`config.mk`:
```
export PLATFORM = sky130hd
export DESIGN_NAME = jtag_tck_driver_flat
export DESIGN_NICKNAME = d
export VERILOG_FILES = /design/src/rtl/jtag_pkg.sv /design/src/rtl/jtag_tck_driver_if.sv /design/src/rtl/tck_half_period_timer.sv /design/src/rtl/jtag_tck_driver.sv /design/src/flat_wrapper.sv
export SDC_FILE = /design/constraint.sdc
export NUM_CORES = 1
export LEC_CHECK = 0
export ABC_AREA = 1
export CAP_MARGIN = 20
export CELL_PAD_IN_SITES_DETAIL_PLACEMENT = 1
export CELL_PAD_IN_SITES_GLOBAL_PLACEMENT = 1
export CORE_ASPECT_RATIO = 0.7
export CORE_MARGIN = 4
export CORE_UTILIZATION = 39
export CTS_CLUSTER_DIAMETER = 40
export DETAILED_ROUTE_END_ITERATION = 16
export PLACE_DENSITY_LB_ADDON = 0.3
export SLEW_MARGIN = 20
export SYNTH_ARGS = -nofsm -noshare
export SYNTH_HDL_FRONTEND = slang
export SYNTH_SLANG_ARGS = --single-unit
```
`constraint.sdc`:
```
create_clock -name clk -period 2.25 [get_ports clk]
set_clock_uncertainty 0.05 [all_clocks]
set_input_delay 0.45 -clock clk [delete_from_list [all_inputs] [get_ports clk]]
set_output_delay 0.45 -clock clk [all_outputs]
set_load 0.01 [all_outputs]
```
`src/rtl/jtag_pkg.sv`:
```
// Shared definitions for the JTAG TCK driver: FSM encoding, step field layout
// and capture RAM geometry.
package jtag_pkg;

    typedef enum logic [2:0] {
        StIdle,
        StReq,
        StAck,
        StTlow,
        StThigh,
        StFlush,
        StDone
    } state_e;

    localparam int unsigned TmsBit    = 1;
    localparam int unsigned TdiBit    = 0;
    localparam int unsigned CapAddrW  = 12;
    localparam logic        TmsRstVal = 1'b1;

endpackage

```
`src/rtl/jtag_tck_driver_if.sv`:
```
// Vector player handshake plus capture RAM write port, grouped for the driver.
interface jtag_tck_driver_if;
    import jtag_pkg::*;

    logic                get_next_data;
    logic                data_ready;
    logic [1:0]          vector_data;
    logic [CapAddrW-1:0] tdo_addr;
    logic [7:0]          tdo_wr_data;
    logic                tdo_we;

    modport master (
        output get_next_data,
        input  data_ready,
        input  vector_data,
        output tdo_addr,
        output tdo_wr_data,
        output tdo_we
    );

    modport slave (
        input  get_next_data,
        output data_ready,
        output vector_data,
        input  tdo_addr,
        input  tdo_wr_data,
        input  tdo_we
    );

endinterface

```
`src/rtl/tck_half_period_timer.sv`:
```
// Loadable down-counter timing one TCK half period; tc is high once the count
// has reached zero and stays there until the next load.
module tck_half_period_timer #(
    parameter int unsigned Width = 5
) (
    input  logic             clk,
    input  logic             rst,
    input  logic             load,
    input  logic [Width-1:0] load_value,
    output logic             tc
);

    logic [Width-1:0] count_q;

    always_ff @(posedge clk) begin
        if (rst) begin
            count_q <= '0;
        end else if (load) begin
            count_q <= load_value;
        end else if (count_q != '0) begin
            count_q <= count_q - 1'b1;
        end
    end

    assign tc = (count_q == '0);

endmodule

```
`src/rtl/jtag_tck_driver.sv`:
```
// Pulls TMS/TDI steps from the vector player, drives TCK/TMS/TDI at CLK_DIV
// cycles per half period and packs sampled TDO bits into capture RAM bytes.
module jtag_tck_driver
    import jtag_pkg::*;
#(
    parameter int unsigned CLK_DIV = 30
) (
    input  logic                      clk,
    input  logic                      rst,
    input  logic                      start,
    input  logic [15:0]               num_steps,
    jtag_tck_driver_if.master         bus,
    output logic                      tck,
    output logic                      tms,
    output logic                      tdi,
    input  logic                      tdo,
    output logic                      busy,
    output logic                      done
);

    localparam int unsigned TimerW = $clog2(CLK_DIV + 1);
    localparam logic [TimerW-1:0] HalfLoad = TimerW'(CLK_DIV - 1);

    state_e              state_q;
    logic [15:0]         count_q;
    logic [15:0]         step_q;
    logic [15:0]         step_inc;
    logic [7:0]          bits_q;
    logic                tdo_meta_q;
    logic                tdo_sync_q;
    logic                gnd_q;
    logic                tck_q;
    logic                tms_q;
    logic                tdi_q;
    logic                we_q;
    logic [CapAddrW-1:0] addr_q;
    logic [7:0]          wdata_q;
    logic                busy_q;
    logic                done_q;
    logic                timer_load;
    logic                timer_tc;

    assign step_inc = step_q + 16'd1;

    // Each phase gets a fresh CLK_DIV count as it is entered.
    assign timer_load = ((state_q == StAck) && !bus.data_ready) ||
                        ((state_q == StTlow) && timer_tc);

    tck_half_period_timer #(
        .Width (TimerW)
    ) u_timer (
        .clk        (clk),
        .rst        (rst),
        .load       (timer_load),
        .load_value (HalfLoad),
        .tc         (timer_tc)
    );

    always_ff @(posedge clk) begin
        if (rst) begin
            state_q    <= StIdle;
            count_q    <= '0;
            step_q     <= '0;
            bits_q     <= '0;
            tdo_meta_q <= 1'b0;
            tdo_sync_q <= 1'b0;
            gnd_q      <= 1'b0;
            tck_q      <= 1'b0;
            tms_q      <= TmsRstVal;
            tdi_q      <= 1'b0;
            we_q       <= 1'b0;
            addr_q     <= '0;
            wdata_q    <= '0;
            busy_q     <= 1'b0;
            done_q     <= 1'b0;
        end else begin
            tdo_meta_q <= tdo;
            tdo_sync_q <= tdo_meta_q;
            we_q       <= 1'b0;
            done_q     <= 1'b0;
            unique case (state_q)
                StIdle: begin
                    if (start) begin
                        busy_q <= 1'b1;
                        if (num_steps == 16'd0) begin
                            state_q <= StDone;
                        end else begin
                            count_q <= num_steps;
                            step_q  <= '0;
                            bits_q  <= '0;
                            gnd_q   <= 1'b1;
                            state_q <= StReq;
                        end
                    end
                end
                StReq: begin
                    if (bus.data_ready) begin
                        tms_q   <= bus.vector_data[TmsBit];
                        tdi_q   <= bus.vector_data[TdiBit];
                        gnd_q   <= 1'b0;
                        state_q <= StAck;
                    end
                end
                StAck: begin
                    if (!bus.data_ready) begin
                        state_q <= StTlow;
                    end
                end
                StTlow: begin
                    if (timer_tc) begin
                        tck_q   <= 1'b1;
                        state_q <= StThigh;
                    end
                end
                StThigh: begin
                    if (timer_tc) begin
                        tck_q <= 1'b0;
                        if (step_q[2:0] == 3'd7) begin
                            we_q    <= 1'b1;
                            addr_q  <= step_q[CapAddrW+2:3];
                            wdata_q <= {tdo_sync_q, bits_q[6:0]};
                            bits_q  <= '0;
                        end else begin
                            bits_q[step_q[2:0]] <= tdo_sync_q;
                        end
                        step_q <= step_inc;
                        if (step_inc == count_q) begin
                            state_q <= StFlush;
                        end else begin
                            gnd_q   <= 1'b1;
                            state_q <= StReq;
                        end
                    end
                end
                StFlush: begin
                    // Bits above the last step are still zero from the clear.
                    if (step_q[2:0] != 3'd0) begin
                        we_q    <= 1'b1;
                        addr_q  <= step_q[CapAddrW+2:3];
                        wdata_q <= bits_q;
                    end
                    state_q <= StDone;
                end
                StDone: begin
                    done_q  <= 1'b1;
                    busy_q  <= 1'b0;
                    state_q <= StIdle;
                end
                default: state_q <= StIdle;
            endcase
        end
    end

    assign bus.get_next_data = gnd_q;
    assign bus.tdo_addr      = addr_q;
    assign bus.tdo_wr_data   = wdata_q;
    assign bus.tdo_we        = we_q;
    assign tck               = tck_q;
    assign tms               = tms_q;
    assign tdi               = tdi_q;
    assign busy              = busy_q;
    assign done              = done_q;

endmodule

```
`src/flat_wrapper.sv`:
```
// flat-port wrapper written by rule: the top's interface ports become plain ports
module jtag_tck_driver_flat import jtag_pkg::*;
#(
    parameter int unsigned CLK_DIV = 30
)
  (clk, rst, start, num_steps, tck, tms, tdi, tdo, busy, done, bus_get_next_data, bus_data_ready, bus_vector_data, bus_tdo_addr, bus_tdo_wr_data, bus_tdo_we);
  jtag_tck_driver_if bus_i ();
  input  logic clk;
  input  logic rst;
  input  logic start;
  input  logic [15:0] num_steps;
  output logic tck;
  output logic tms;
  output logic tdi;
  input  logic tdo;
  output logic busy;
  output logic done;
  output wire logic [$bits(bus_i.get_next_data)-1:0] bus_get_next_data;
  input wire logic [$bits(bus_i.data_ready)-1:0] bus_data_ready;
  input wire logic [$bits(bus_i.vector_data)-1:0] bus_vector_data;
  output wire logic [$bits(bus_i.tdo_addr)-1:0] bus_tdo_addr;
  output wire logic [$bits(bus_i.tdo_wr_data)-1:0] bus_tdo_wr_data;
  output wire logic [$bits(bus_i.tdo_we)-1:0] bus_tdo_we;
  assign bus_get_next_data = bus_i.get_next_data;
  assign bus_i.data_ready = bus_data_ready;
  assign bus_i.vector_data = bus_vector_data;
  assign bus_tdo_addr = bus_i.tdo_addr;
  assign bus_tdo_wr_data = bus_i.tdo_wr_data;
  assign bus_tdo_we = bus_i.tdo_we;
  jtag_tck_driver #(.CLK_DIV(CLK_DIV)) u_core (.clk(clk), .rst(rst), .start(start), .num_steps(num_steps), .bus(bus_i), .tck(tck), .tms(tms), .tdi(tdi), .tdo(tdo), .busy(busy), .done(done));
endmodule
```
==> reports/summary.txt, run 1 <==
most frequent cells in the layout - 113 x nand2_1, 80 x nor2_1, 74 x dfxtp_1
clock period minus worst slack - 2.08 ns
initial antenna violation count - 0
Synthesized Nets - 580
Max Cap Viol - 0
total number of vias - 3905
Final Hold Vio Count - 0
clock tree sinks - 77
boundary pin count - 50
Post-DP Area - 4530 µm²
CP cell instances - ha_2 > nand2_2 > nor2_8 > nand4_1 > nand2_1 > nand2_1 > nand2_1 > nand2_1 > nor2_1 > nand3_2 > a21oi_1 > nor2_1
Lkg Pwr - 2.07 nW
startpoint class of the critical path - flip-flop
postcts setup bufs - 0
H-tree depth - 3
Net Sw Power - 0.00142 W
fillers - 1212
commonest non-fill, non-tap cell in the layout - nand2_1
Syn. warnings - 0
actual slew at the worst max-slew pin - 0.435 ns
synth unique cells - 37
Wirelength per Cell - 16.1 µm
Die H - 91.0 µm
gp weighted congestion - 0.838
clock share of power - 35.9%
Design Power - 0.00442 W
Routed Antenna Nets - 0
register area share after synthesis - 40.2%
clk root buf - clkbuf_16
post-synthesis cell count - 553
die area - 11500 µm²
number of global-route vias before repair - 3969
first-pass GRT wire length - 19.7 mm
critical path's slowest cell - dfxtp_2
crit path DAT - 2.26 ns
post-synth top area share - 40.2%
largest net degree at the start of global routing - 30
largest fanout on the critical path - 10
worst vdd ir - 0.000421 V
RSZ-0062 raised after global routing - no
Hold Crit Class - reg2reg
Final Util - 52.3%
design area - 4880 µm²
WP data required - 2.43 ns
area delta synth->final - 27.2%
Pwr per Cell Area - 905 nW/µm²
CTS Buffer Depth - 2
Sw Ratio - 32.2%
ant diodes - 0
CP dominant cell by count - nand2_1
CTS buffer count - 9
# DRC - 0
Slew Limit Fails - 0
Final Setup Violations - 0
Skew-Pair Late Insertion Delay - 0.34 ns
synthesized area per cell - 6.94 µm²
Reg clk slew, reported paths - 0.06 ns
status - finished, final reports clean
Die W - 127 µm
fmax - 0.480 GHz
proportion of layout cells with a drive suffix above 1 - 12.5%
Int Power - 0.00300 W
Core ar. - 9330 µm²
post-synthesis instance area - 3840 µm²
Final Cycle Share - 92.6%
Reg power frac - 37.5%
Gate power share - 26.6%
overall routing resource usage - 21.0%
Slew headroom - 70.8%
register bit count reported by yosys - 77
register area - 1550 µm²
max incr delay on CP - 0.39 ns
Via density - 5.28
leading area contributor after synthesis - dfxtp_1
Initial Util - 41.2%
multi-input logic area - 1990 µm²
TritonCTS clock tree - built
nets@finish - 638
Overflow after GRT - 0
DR iter-0 viols - 247
Setup crit end kind - flip-flop
post-DP HPWL - 8.68 mm
synth top area cells - dfxtp_1 40%, nand2_1 11%, nor2_1 7.9%
1st-pass router iterations - 7
Routed WL - 11.9 mm
CP Class - reg2reg
IO buf count - 49
FP Rows - 29
==> worst max-delay path, delay by kind of cell (launching register included) <==
family	cells	cell delay, ns
fa+ha+maj	1	0.24
compound gates	1	0.14
flops	1	0.39
simple gates	10	1.15
==> path summary, 6_finish.rpt <==
check                          from                       end  slack (ns)  depth (start not counted)
setup / recovery   u_core.step_q[1]  u_core.bus.get_next_data        0.17                         12
hold / removal    u_core.tdo_meta_q         u_core.tdo_sync_q        0.37                          2
setup reg to reg   u_core.step_q[1]  u_core.bus.get_next_data        0.17                         12
hold reg to reg   u_core.tdo_meta_q         u_core.tdo_sync_q        0.37                          2
==> metal layers <==
layer	up-vias	track usage, %	routed length (µm)
met5	-	0	0
met4	0	6.25	158
met3	17	4.46	659
met2	108	32.4	5260
met1	1862	29.6	5830
li1	1918	-	-
==> layout make-up <==
type / instances / share of cell area (%)
tap: 124 / 3.18
timing repair buffer: 68 / 13.2
clock inverter: 4 / 1.44
clock buffer: 12 / 5.26
multi-input combinational: 400 / 40.8
timing repair inverter: 1 / 0.154
inverter: 54 / 4.28
sequential: 77 / 31.7
==> synthesized netlist by cell type (all sizes together) <==
cell type and n:
nand2 124, nor2 92, dfxtp 77, inv 53, o21ai 51, a21oi 47
nand3 40, clkbuf 13, nor3 13, buf 9, nand4 9, a31oi 4
ha 4, nand3b 3, xnor2 3, o31ai 2, xnor3 2, xor2 2
a2111oi 1, clkinv 1, nor4 1, o21bai 1, or4 1
==> cells by family (layout without fill, tap and decap cells) <==
group	count (synthesis)	after routing	synth area share, %
flops	77	77	40.2
compound gates	106	106	14.4
xor+xnor	7	7	2.35
buf+inv	76	139	8.18
fa+ha+maj	4	4	1.30
simple gates	283	283	33.6
==> metrics by stage <==
stage / TNS, ns / std cells / hold slack [ns] / worst slack [ns]
after floorplan: 0 / 553 / 0.338 / 0.473
after global placement: 0 / 723 / 0.347 / 0.0649
after detailed placement: -1.37 / 723 / 0.361 / -0.0943
after CTS: 0 / 739 / 0.370 / 0.0359
after global routing: 0 / 740 / 0.410 / 0.00892
final: 0 / 740 / 0.367 / 0.167
==> flip-flops by register name, summed over array words and instances (netlist names) <==
register                  cells
u_core.step_q                16
u_core.done                   1
u_core.tdo_meta_q             1
u_core.bits_q                 8
u_core.busy                   1
u_core.bus.tdo_addr          12
u_core.tms                    1
u_core.tck                    1
u_core.tdo_sync_q             1
u_core.bus.tdo_wr_data        8
u_core.count_q               16
u_core.bus.tdo_we             1
u_core.bus.get_next_data      1
u_core.tdi                    1
u_core.state_q                3
u_core.u_timer.count_q        5
==> power groups by stage <==
stage | logic [W] | clock network, W | registers, W
6_report | 0.00117 | 0.00159 | 0.00166
5_1_grt | 0.00132 | 0.00169 | 0.00167
4_1_cts | 0.00117 | 0.00161 | 0.00165
3_5_place_dp | 0.00115 | 0 | 0.00168
3_3_place_gp | 0.00110 | 0 | 0.00167
2_1_floorplan | 0.000747 | 0 | 0.00164
==> timing repair <==
item	in CTS	in global routing
setup endpoints to repair	0	14
gates resized for setup	0	9
hold buffers	0	0
Note: power is estimated with default switching activity, not from simulation.
==> run 2: changes to the inputs <==
==> constraint.sdc (replaced) <==
create_clock -name clk -period 2.25 [get_ports clk]
set_clock_uncertainty 0.05 [all_clocks]
set_input_delay 0.3375 -clock clk [delete_from_list [all_inputs] [get_ports clk]]
set_output_delay 0.3375 -clock clk [all_outputs]
set_load 0.01 [all_outputs]
==> reports/summary.txt, run 2 (same netlist as run 1, synthesis figures left out) <==
status - finished, final reports clean
CTS buffer count - 9 (unchanged)
proportion of layout cells with a drive suffix above 1 - 13.1% (+0.63 points)
Reg clk slew, reported paths - 0.06 ns (about the same)
clk root buf - clkbuf_16
Final Worst Setup Slack - 0.165 ns (-0.00172 ns)
Net Sw Power - 0.00149 W (+5.3%)
Max Cap Viol - 0 (unchanged)
actual slew at the worst max-slew pin - 0.594 ns (+0.159 ns)
clock share of power - 34.3% (-1.6 points)
Final Setup Violations - 0 (unchanged)
startpoint class of the critical path - flip-flop
Setup crit end kind - flip-flop
Sw Ratio - 34.2% (+2.0 points)
Lkg Pwr - 2.07 nW (+0.24%)
number of global-route vias before repair - 4072 (+2.6%)
overall routing resource usage - 22.0% (+1.0 points)
# DRC - 0 (unchanged)
Initial Util - 41.2% (unchanged)
Core ar. - 9330 µm² (unchanged)
fmax - 0.480 GHz (about the same)
most frequent cells in the layout - 112 x nand2_1, 80 x nor2_1, 74 x dfxtp_1
Hold Crit Class - reg2reg
crit path DAT - 2.30 ns (+0.04 ns)
IO buf count - 49 (unchanged)
boundary pin count - 50 (unchanged)
Design Power - 0.00437 W (-0.95%)
nets@finish - 639 (+0.16%)
worst vdd ir - 0.000425 V (+0.91%)
Die H - 91.0 µm (unchanged)
Routed Antenna Nets - 0 (unchanged)
largest net degree at the start of global routing - 35 (+17%)
commonest non-fill, non-tap cell in the layout - nand2_1
CP Class - reg2reg
Overflow after GRT - 0 (unchanged)
largest fanout on the critical path - 9 (-1)
clock tree sinks - 77 (unchanged)
die area - 11500 µm² (unchanged)
total number of vias - 3922 (+0.44%)
Int Power - 0.00288 W (-3.9%)
Die W - 127 µm (unchanged)
H-tree depth - 3 (unchanged)
CTS Buffer Depth - 2 (unchanged)
Slew headroom - 60.1% (-11 points)
ant diodes - 0 (unchanged)
Final Util - 52.6% (+0.28 points)
area delta synth->final - 27.8%
FP Rows - 29 (unchanged)
1st-pass router iterations - 4 (-3)
gp weighted congestion - 0.845 (+0.84%)
DR iter-0 viols - 227 (-8.1%)
Wirelength per Cell - 16.5 µm (+2.4%)
Gate power share - 27.9% (+1.3 points)
Placement Setup Slack - 0.00484 ns (+0.0991 ns)
TritonCTS clock tree - built
Final Hold Vio Count - 0 (unchanged)
Slew Limit Fails - 0 (unchanged)
clock period minus worst slack - 2.08 ns (+0.00172 ns)
WP data required - 2.46 ns (+0.03 ns)
CTS hold repair buffers - 0 (unchanged)
Via density - 5.29 (+0.30%)
Skew-Pair Late Insertion Delay - 0.34 ns (about the same)
initial antenna violation count - 0 (unchanged)
Routed WL - 12.2 mm (+2.5%)
Final Cycle Share - 92.7% (about the same)
first-pass GRT wire length - 20.5 mm (+4.1%)
Pwr per Cell Area - 891 nW/µm² (-1.5%)
post-DP HPWL - 8.91 mm (+2.6%)
Reg power frac - 37.8% (+0.3 points)
[run 2: area by class of cell]
class | count | area (µm²)
Clock inverter | 6 | 72.6
Clock buffer | 10 | 239
Fill cell | 1210 | 4420
Multi-Input combinational cell | 400 | 2020
Timing Repair Buffer | 70 | 673
Sequential cell | 77 | 1550
Inverter | 54 | 206
Tap cell | 124 | 155
[run 2: final timing paths]
check	startpoint	to	slack, ns	cells after the start
setup / recovery	u_core.u_timer.count_q[1]	u_core.state_q[0]	0.17	12
hold / removal	u_core.tdo_meta_q	u_core.tdo_sync_q	0.37	2
setup reg to reg	u_core.u_timer.count_q[1]	u_core.state_q[0]	0.17	12
hold reg to reg	u_core.tdo_meta_q	u_core.tdo_sync_q	0.37	2
[run 2: metrics by stage]
stage / hold slack [ns] / setup TNS, ns / cells / instance area, µm²
detailed placement: 0.367 / 0 / 723 / 4530
CTS: 0.377 / 0 / 739 / 4850
global placement: 0.348 / 0 / 723 / 4530
finish: 0.372 / 0 / 741 / 4910
floorplan: 0.338 / 0 / 553 / 3840
global route: 0.416 / -0.00657 / 741 / 4910
[run 2: layer usage]
| layer | vias to the layer above | wire [µm] | track usage (%) |
|---|---|---|---|
| met2 | 91 | 5590 | 34.5 |
| met5 | - | 0 | 0 |
| li1 | 1919 | - | - |
| met1 | 1904 | 5810 | 30.9 |
| met3 | 8 | 720 | 4.57 |
| met4 | 0 | 92 | 6.07 |
[run 2: worst max-delay path, stage by stage (launching register included)]
cell and delay (ns):
dfxtp_1 0.34, inv_1 0.09, ha_1 0.20, nand3_1 0.14
nor2_2 0.19, inv_2 0.14, nand2_1 0.12, nand2_1 0.06
nor2_1 0.11, nand2_1 0.11, inv_1 0.13, o21ai_0 0.14
a31oi_1 0.19
[run 2: what timing repair did]
action                                  CTS  global route
endpoints found under the setup margin    8            31
hold endpoints to repair                  0             0
setup buffers                             0             2
pin swaps                                 0             1
resized for setup                         3             9
[run 2: power groups by stage]
stage / clock, W / sequential (W) / combinational (W)
after floorplan: 0 / 0.00164 / 0.000747
after global placement: 0 / 0.00166 / 0.00109
after detailed placement: 0 / 0.00167 / 0.00116
after CTS: 0.00153 / 0.00165 / 0.00119
after global routing: 0.00161 / 0.00167 / 0.00137
final: 0.00150 / 0.00165 / 0.00122
